--- src/rtl/t05_stage_sequencer.sv ---
// t05_stage_sequencer
// Top-level sequencer for the compression pipeline. Walks the stage modules in
// order, with one optional loop-back from LOOP_FROM to LOOP_TO. Each stage
// visit is guarded by a watchdog. The number of loop-backs per run is limited.
// Failures are reported as a cause code plus a stage index. Every output is a
// flop loaded from the next-state logic.
//
// Ports
//   clk          rising-edge clock
//   rst          asynchronous active-high reset
//   start_i      begin a run (only looked at in IDLE)
//   restart_i    return from DONE/ERROR to IDLE
//   stage_done_i per-stage done, only the active stage's bit matters
//   stage_err_i  per-stage error, any bit counts while a stage is active
//   loop_exit_i  qualifies LOOP_FROM done: 1 = go forward, 0 = loop back
//   timeout_i    max cycles per stage visit, 0 disables the watchdog
//   stage_en_o   one-hot enable of the active stage
//   stage_go_o   pulse on the first cycle of every stage visit
//   state_o      0=IDLE, k+1=stage k, NUM_STAGES+1=ERROR, NUM_STAGES+2=DONE
//   busy_o       a stage is active
//   done_o       run finished
//   error_o      run aborted
//   err_code_o   {cause, stage index}: 01 stage err, 10 timeout, 11 loop overflow
//   loop_cnt_o   loop-backs taken in the current run
module t05_stage_sequencer #(
   parameter int NUM_STAGES = 7,
   parameter int LOOP_FROM  = 2,
   parameter int LOOP_TO    = 1,
   parameter int MAX_LOOPS  = 256,
   parameter int TMO_W      = 16,
   parameter int SW         = $clog2(NUM_STAGES + 3),
   parameter int LW         = $clog2(MAX_LOOPS + 1)
) (
   input  logic                  clk,
   input  logic                  rst,
   input  logic                  start_i,
   input  logic                  restart_i,
   input  logic [NUM_STAGES-1:0] stage_done_i,
   input  logic [NUM_STAGES-1:0] stage_err_i,
   input  logic                  loop_exit_i,
   input  logic [TMO_W-1:0]      timeout_i,
   output logic [NUM_STAGES-1:0] stage_en_o,
   output logic                  stage_go_o,
   output logic [SW-1:0]         state_o,
   output logic                  busy_o,
   output logic                  done_o,
   output logic                  error_o,
   output logic [SW+1:0]         err_code_o,
   output logic [LW-1:0]         loop_cnt_o
);

   typedef enum logic [1:0] {
      PH_IDLE,
      PH_RUN,
      PH_ERROR,
      PH_DONE
   } phase_t;

   phase_t                phase_q, phase_d;
   logic [SW-1:0]         stage_q, stage_d;
   logic [TMO_W-1:0]      wdog_q, wdog_d;
   logic [LW-1:0]         loopCnt_q, loopCnt_d;
   logic [SW+1:0]         errCode_q, errCode_d;
   logic [NUM_STAGES-1:0] stageEn_q, stageEn_d;
   logic                  go_q, go_d;
   logic [SW-1:0]         stateOut_q, stateOut_d;

   logic                  doneHit;
   logic [SW-1:0]         errIdx;

   // The registered one-hot enable already marks the active stage, so masking
   // the done vector with it discards done bits from every other stage.
   assign doneHit = |(stage_done_i & stageEn_q);

   // Lowest set error bit. The loop runs downward so the lowest index wins.
   always_comb begin
      errIdx = '0;
      for (int i = NUM_STAGES - 1; i >= 0; i--) begin
         if (stage_err_i[i]) begin
            errIdx = SW'(i);
         end
      end
   end

   // Next-state logic. The watchdog counts the active cycles of the current
   // visit, including the current cycle. It therefore loads 1 on every stage
   // entry and trips on the edge that ends cycle number timeout_i. It
   // saturates instead of wrapping, so a long visit can never alias back
   // below the limit.
   always_comb begin
      phase_d   = phase_q;
      stage_d   = stage_q;
      wdog_d    = wdog_q;
      loopCnt_d = loopCnt_q;
      errCode_d = errCode_q;
      go_d      = 1'b0;

      case (phase_q)
         PH_IDLE: begin
            if (start_i) begin
               phase_d = PH_RUN;
               stage_d = '0;
               wdog_d  = TMO_W'(1);
               go_d    = 1'b1;
            end
         end

         PH_RUN: begin
            if (|stage_err_i) begin
               phase_d   = PH_ERROR;
               errCode_d = {2'b01, errIdx};
            end else if ((timeout_i != '0) && (wdog_q == timeout_i)) begin
               phase_d   = PH_ERROR;
               errCode_d = {2'b10, stage_q};
            end else if (doneHit) begin
               if ((stage_q == SW'(LOOP_FROM)) && !loop_exit_i) begin
                  if (loopCnt_q == LW'(MAX_LOOPS)) begin
                     phase_d   = PH_ERROR;
                     errCode_d = {2'b11, stage_q};
                  end else begin
                     stage_d   = SW'(LOOP_TO);
                     loopCnt_d = loopCnt_q + LW'(1);
                     wdog_d    = TMO_W'(1);
                     go_d      = 1'b1;
                  end
               end else if (stage_q == SW'(NUM_STAGES - 1)) begin
                  phase_d = PH_DONE;
               end else begin
                  stage_d = stage_q + SW'(1);
                  wdog_d  = TMO_W'(1);
                  go_d    = 1'b1;
               end
            end else if (wdog_q != '1) begin
               wdog_d = wdog_q + TMO_W'(1);
            end
         end

         PH_ERROR, PH_DONE: begin
            if (restart_i) begin
               phase_d   = PH_IDLE;
               loopCnt_d = '0;
               errCode_d = '0;
            end
         end

         default: begin
            phase_d = PH_IDLE;
         end
      endcase
   end

   // The output images are derived from the next state, so the registered
   // outputs line up with the state registers on every edge.
   always_comb begin
      stageEn_d  = '0;
      stateOut_d = '0;
      case (phase_d)
         PH_RUN: begin
            stageEn_d  = NUM_STAGES'(1) << stage_d;
            stateOut_d = stage_d + SW'(1);
         end
         PH_ERROR: stateOut_d = SW'(NUM_STAGES + 1);
         PH_DONE:  stateOut_d = SW'(NUM_STAGES + 2);
         default:  stateOut_d = '0;
      endcase
   end

   // State and output registers. A reset clears everything at once, even in
   // the middle of a run.
   always_ff @(posedge clk or posedge rst) begin
      if (rst) begin
         phase_q    <= PH_IDLE;
         stage_q    <= '0;
         wdog_q     <= '0;
         loopCnt_q  <= '0;
         errCode_q  <= '0;
         stageEn_q  <= '0;
         go_q       <= 1'b0;
         stateOut_q <= '0;
      end else begin
         phase_q    <= phase_d;
         stage_q    <= stage_d;
         wdog_q     <= wdog_d;
         loopCnt_q  <= loopCnt_d;
         errCode_q  <= errCode_d;
         stageEn_q  <= stageEn_d;
         go_q       <= go_d;
         stateOut_q <= stateOut_d;
      end
   end

   // The flag outputs are registered separately so that no output is decoded
   // combinationally from state.
   logic busy_q, done_q, error_q;

   always_ff @(posedge clk or posedge rst) begin
      if (rst) begin
         busy_q  <= 1'b0;
         done_q  <= 1'b0;
         error_q <= 1'b0;
      end else begin
         busy_q  <= (phase_d == PH_RUN);
         done_q  <= (phase_d == PH_DONE);
         error_q <= (phase_d == PH_ERROR);
      end
   end

   assign stage_en_o = stageEn_q;
   assign stage_go_o = go_q;
   assign state_o    = stateOut_q;
   assign busy_o     = busy_q;
   assign done_o     = done_q;
   assign error_o    = error_q;
   assign err_code_o = errCode_q;
   assign loop_cnt_o = loopCnt_q;

endmodule
--- config.mk ---
export PLATFORM = sky130hd
export DESIGN_NAME = t05_stage_sequencer
export DESIGN_NICKNAME = d
export VERILOG_FILES = /design/src/rtl/t05_stage_sequencer.sv
export SDC_FILE = /design/constraint.sdc
export NUM_CORES = 1
export LEC_CHECK = 0
export ABC_CLOCK_PERIOD_IN_PS = 3500
export CORE_UTILIZATION = 40
export DETAILED_ROUTE_END_ITERATION = 8
export GPL_ROUTABILITY_DRIVEN = 0
export PLACE_DENSITY = 0.68
export SLEW_MARGIN = 0
export SYNTH_ARGS = -nofsm -noshare
export SYNTH_HDL_FRONTEND = slang
export SYNTH_SLANG_ARGS = --single-unit
--- constraint.sdc ---
create_clock -name clk -period 3.5 [get_ports clk]
set_input_delay 0.35 -clock clk [delete_from_list [all_inputs] [get_ports clk]]
set_output_delay 0.35 -clock clk [all_outputs]
set_load 0.01 [all_outputs]
==> flow_metrics.env <==
export IMPL_rows=31
export IMPL_critPathLaunchType="input port"
export IMPL_fmax_ghz=0.325
export IMPL_grt_usage_pct=19.8
export IMPL_clkTransAtPathRegs_ps=110
export IMPL_cts_path_max_buffers=2
export IMPL_tritoncts="yes"
export IMPL_async_reset_ff_share_pct=100
export IMPL_drc=0
export IMPL_finalHoldViolations=0
export IMPL_slew_violations=0
export IMPL_period_needed_ps=3070
export IMPL_grt_setup_unrepaired="false"
export IMPL_wirelength_um=7390
export IMPL_skew_ps=10.9
export IMPL_clock_sinks=52
export IMPL_drt_pass1_iter_count=5
export IMPL_htreeDepth=2
export IMPL_crit_required_ps=3730
export IMPL_synth_edf_count=0
export IMPL_synthesis_area_um2=3050
export IMPL_irDropWorstVdd_mv=0.243
export IMPL_ctsHoldBuffers=0
export IMPL_grt_pass1_wl_um=12000
export IMPL_cp_end_kind="flop"
export IMPL_power_density_nw_per_um2=446
export IMPL_die_area_um2=7970
export IMPL_synth_nets=383
export IMPL_vias_per_cell=5.58
export IMPL_timing_final_crit_share_pct=87.8
export IMPL_cts_root_buf="clkbuf_8"
export IMPL_synth_avg_cell_area_um2=9.01
export IMPL_crit_path_max_fanout=5
export IMPL_coreArea_um2=7290
export IMPL_io_pins=65
export IMPL_final_layout_size_suffix_gt1_share_pct=6.73
export IMPL_nets=445
export IMPL_status="completed"
export IMPL_grt_antenna_before_repair=0
export IMPL_arrival_ps=3300
export IMPL_finalInstanceArea_um2=3890
export IMPL_leakage_nw=1.65
export IMPL_detail_route_antenna_nets=0
export IMPL_num_vias=2791
export IMPL_initial_utilization_pct=41.8
export IMPL_setup_viol=0
export IMPL_max_slew_margin_pct=29.4
export IMPL_postSynthCellCount=338
export IMPL_postPlaceCellArea_um2=3790
export IMPL_port_buffers=64
export IMPL_tns_ps=0
export IMPL_final_common_cell="clkdlybuf4s50_1"
export IMPL_place_hpwl_um=5630
export IMPL_ys_seq_elements=52
export IMPL_critPathKind="in -> reg"
export IMPL_layout_common_cells="clkdlybuf4s50_1, dfrtp_1, nand2_1"
export IMPL_avgRoutedWirePerCell_um=14.8
export IMPL_yosysWarnings=0
export IMPL_diodes=0
export IMPL_die_y_um=89.3
export IMPL_die_width_um=89.3
export IMPL_grt_overflow=0
export IMPL_yosysSeqAreaShare_pct=42.7
export IMPL_hold_path_class="reg -> reg"
export IMPL_drt_iter0_markers=189
export IMPL_ctsResizeCount=0
export IMPL_synth_top_flop_cell="dfrtp_1"
export IMPL_synth_cell_types=52
export IMPL_cts_buffers=5
export IMPL_post_cts_setup_buffers=0
export IMPL_clkLatencyLatePin_ps=310
export IMPL_area_growth_pct=27.7
export IMPL_worst_pin_slew_ps=1060
export IMPL_grt_pass1_vias=2511
export IMPL_cap_violations=0
export IMPL_grt_max_degree=53
export IMPL_holdWs_ps=511
-- cell usage after synthesis (all sizes together), types with 7 or more instances --
master | number | share of area [%]
a31oi | 8 | 1.6
nor4 | 13 | 2.7
a21oi | 21 | 3.5
and3 | 7 | 1.4
clkbuf | 12 | 1.5
nor3 | 19 | 3.1
ha | 10 | 4.1
nor2 | 15 | 2.1
xor2 | 16 | 4.6
nand3 | 13 | 2.1
and2 | 10 | 2.1
nand4 | 7 | 1.4
inv | 17 | 2.1
o21ai | 20 | 3.4
dfrtp | 52 | 43
nand2 | 31 | 3.8
-- worst paths after layout --
kind	depth (start not counted)	start	slack, ps	to
max in group asynchronous	2	rst	2240	wdog_q[14]
min reg2reg	2	err_code_o[5]	510	err_code_o[5]
min	2	err_code_o[5]	510	err_code_o[5]
max reg2reg	10	wdog_q[1]	720	wdog_q[4]
min in group asynchronous	2	rst	600	done_o
max	11	stage_err_i[0]	430	stage_en_o[3]
-- layout make-up --
cell class	instances	area, µm²
sequential	52	1300
clock inverter	3	28.8
timing repair buffer	69	678
tap	99	124
multi-input combinational	255	1630
inverter	17	63.8
fill	697	3400
clock buffer	5	68.8
-- metrics by stage --
stage          setup slack, ps  cells  utilization [%]  power, W
6_report                   427    500             53.3   0.00174
5_1_grt                    293    500             53.3   0.00185
4_1_cts                    439    500             53.3   0.00175
3_5_place_dp               120    492             52.0   0.00137
3_3_place_gp               202    492             52.0   0.00136
2_1_floorplan              750    338                -   0.00111
-- cell families (layout without fill, tap and decap cells) --
logic type	Yosys count	in the layout	synth area share, %
and+or+nand+nor	141	141	25.1
AOI/OAI and AO/OA	86	86	18.9
DFF	52	52	42.7
buffers and inverters	31	94	3.90
xor gates and xnor gates	16	16	4.60
adders and majority gates	10	10	4.11
muxes	2	2	0.698
-- flip-flops by register name, summed over array words and instances (netlist names), 2 cells and up --
| signal | flops |
|---|---|
| wdog_q | 16 |
| err_code_o | 6 |
| stage_q | 4 |
| phase_q | 2 |
| loop_cnt_o | 9 |
| stage_en_o | 7 |
| state_o | 4 |
-- per-layer routing --
| layer | vias to the layer above | GRT usage (%) | share of wire [%] |
|---|---|---|---|
| met5 | - | 0 | 0 |
| met4 | 0 | 7.22 | 1.9 |
| met3 | 12 | 2.95 | 4.9 |
| met2 | 93 | 33.0 | 48 |
| met1 | 1327 | 26.2 | 45 |
| li1 | 1359 | - | - |
-- critical path, stage by stage --
cell and delay [ps]:
clkdlybuf4s50_1 450, or4_4 560, or4_4 470, nor2_4 130, o21ai_2 90, or2_4 270
o32a_4 390, inv_1 110, ha_1 160, ha_1 120, nor3b_1 200
-- where the power goes --
group,total [W],internal (W),switching (W)
Clock,0.000376,0.000151,0.000225
Combinational,0.000593,0.000249,0.000345
Sequential,0.000766,0.000682,0.0000840
Total,0.00174,0.00108,0.000654
Power figures use the tool's default switching activity.
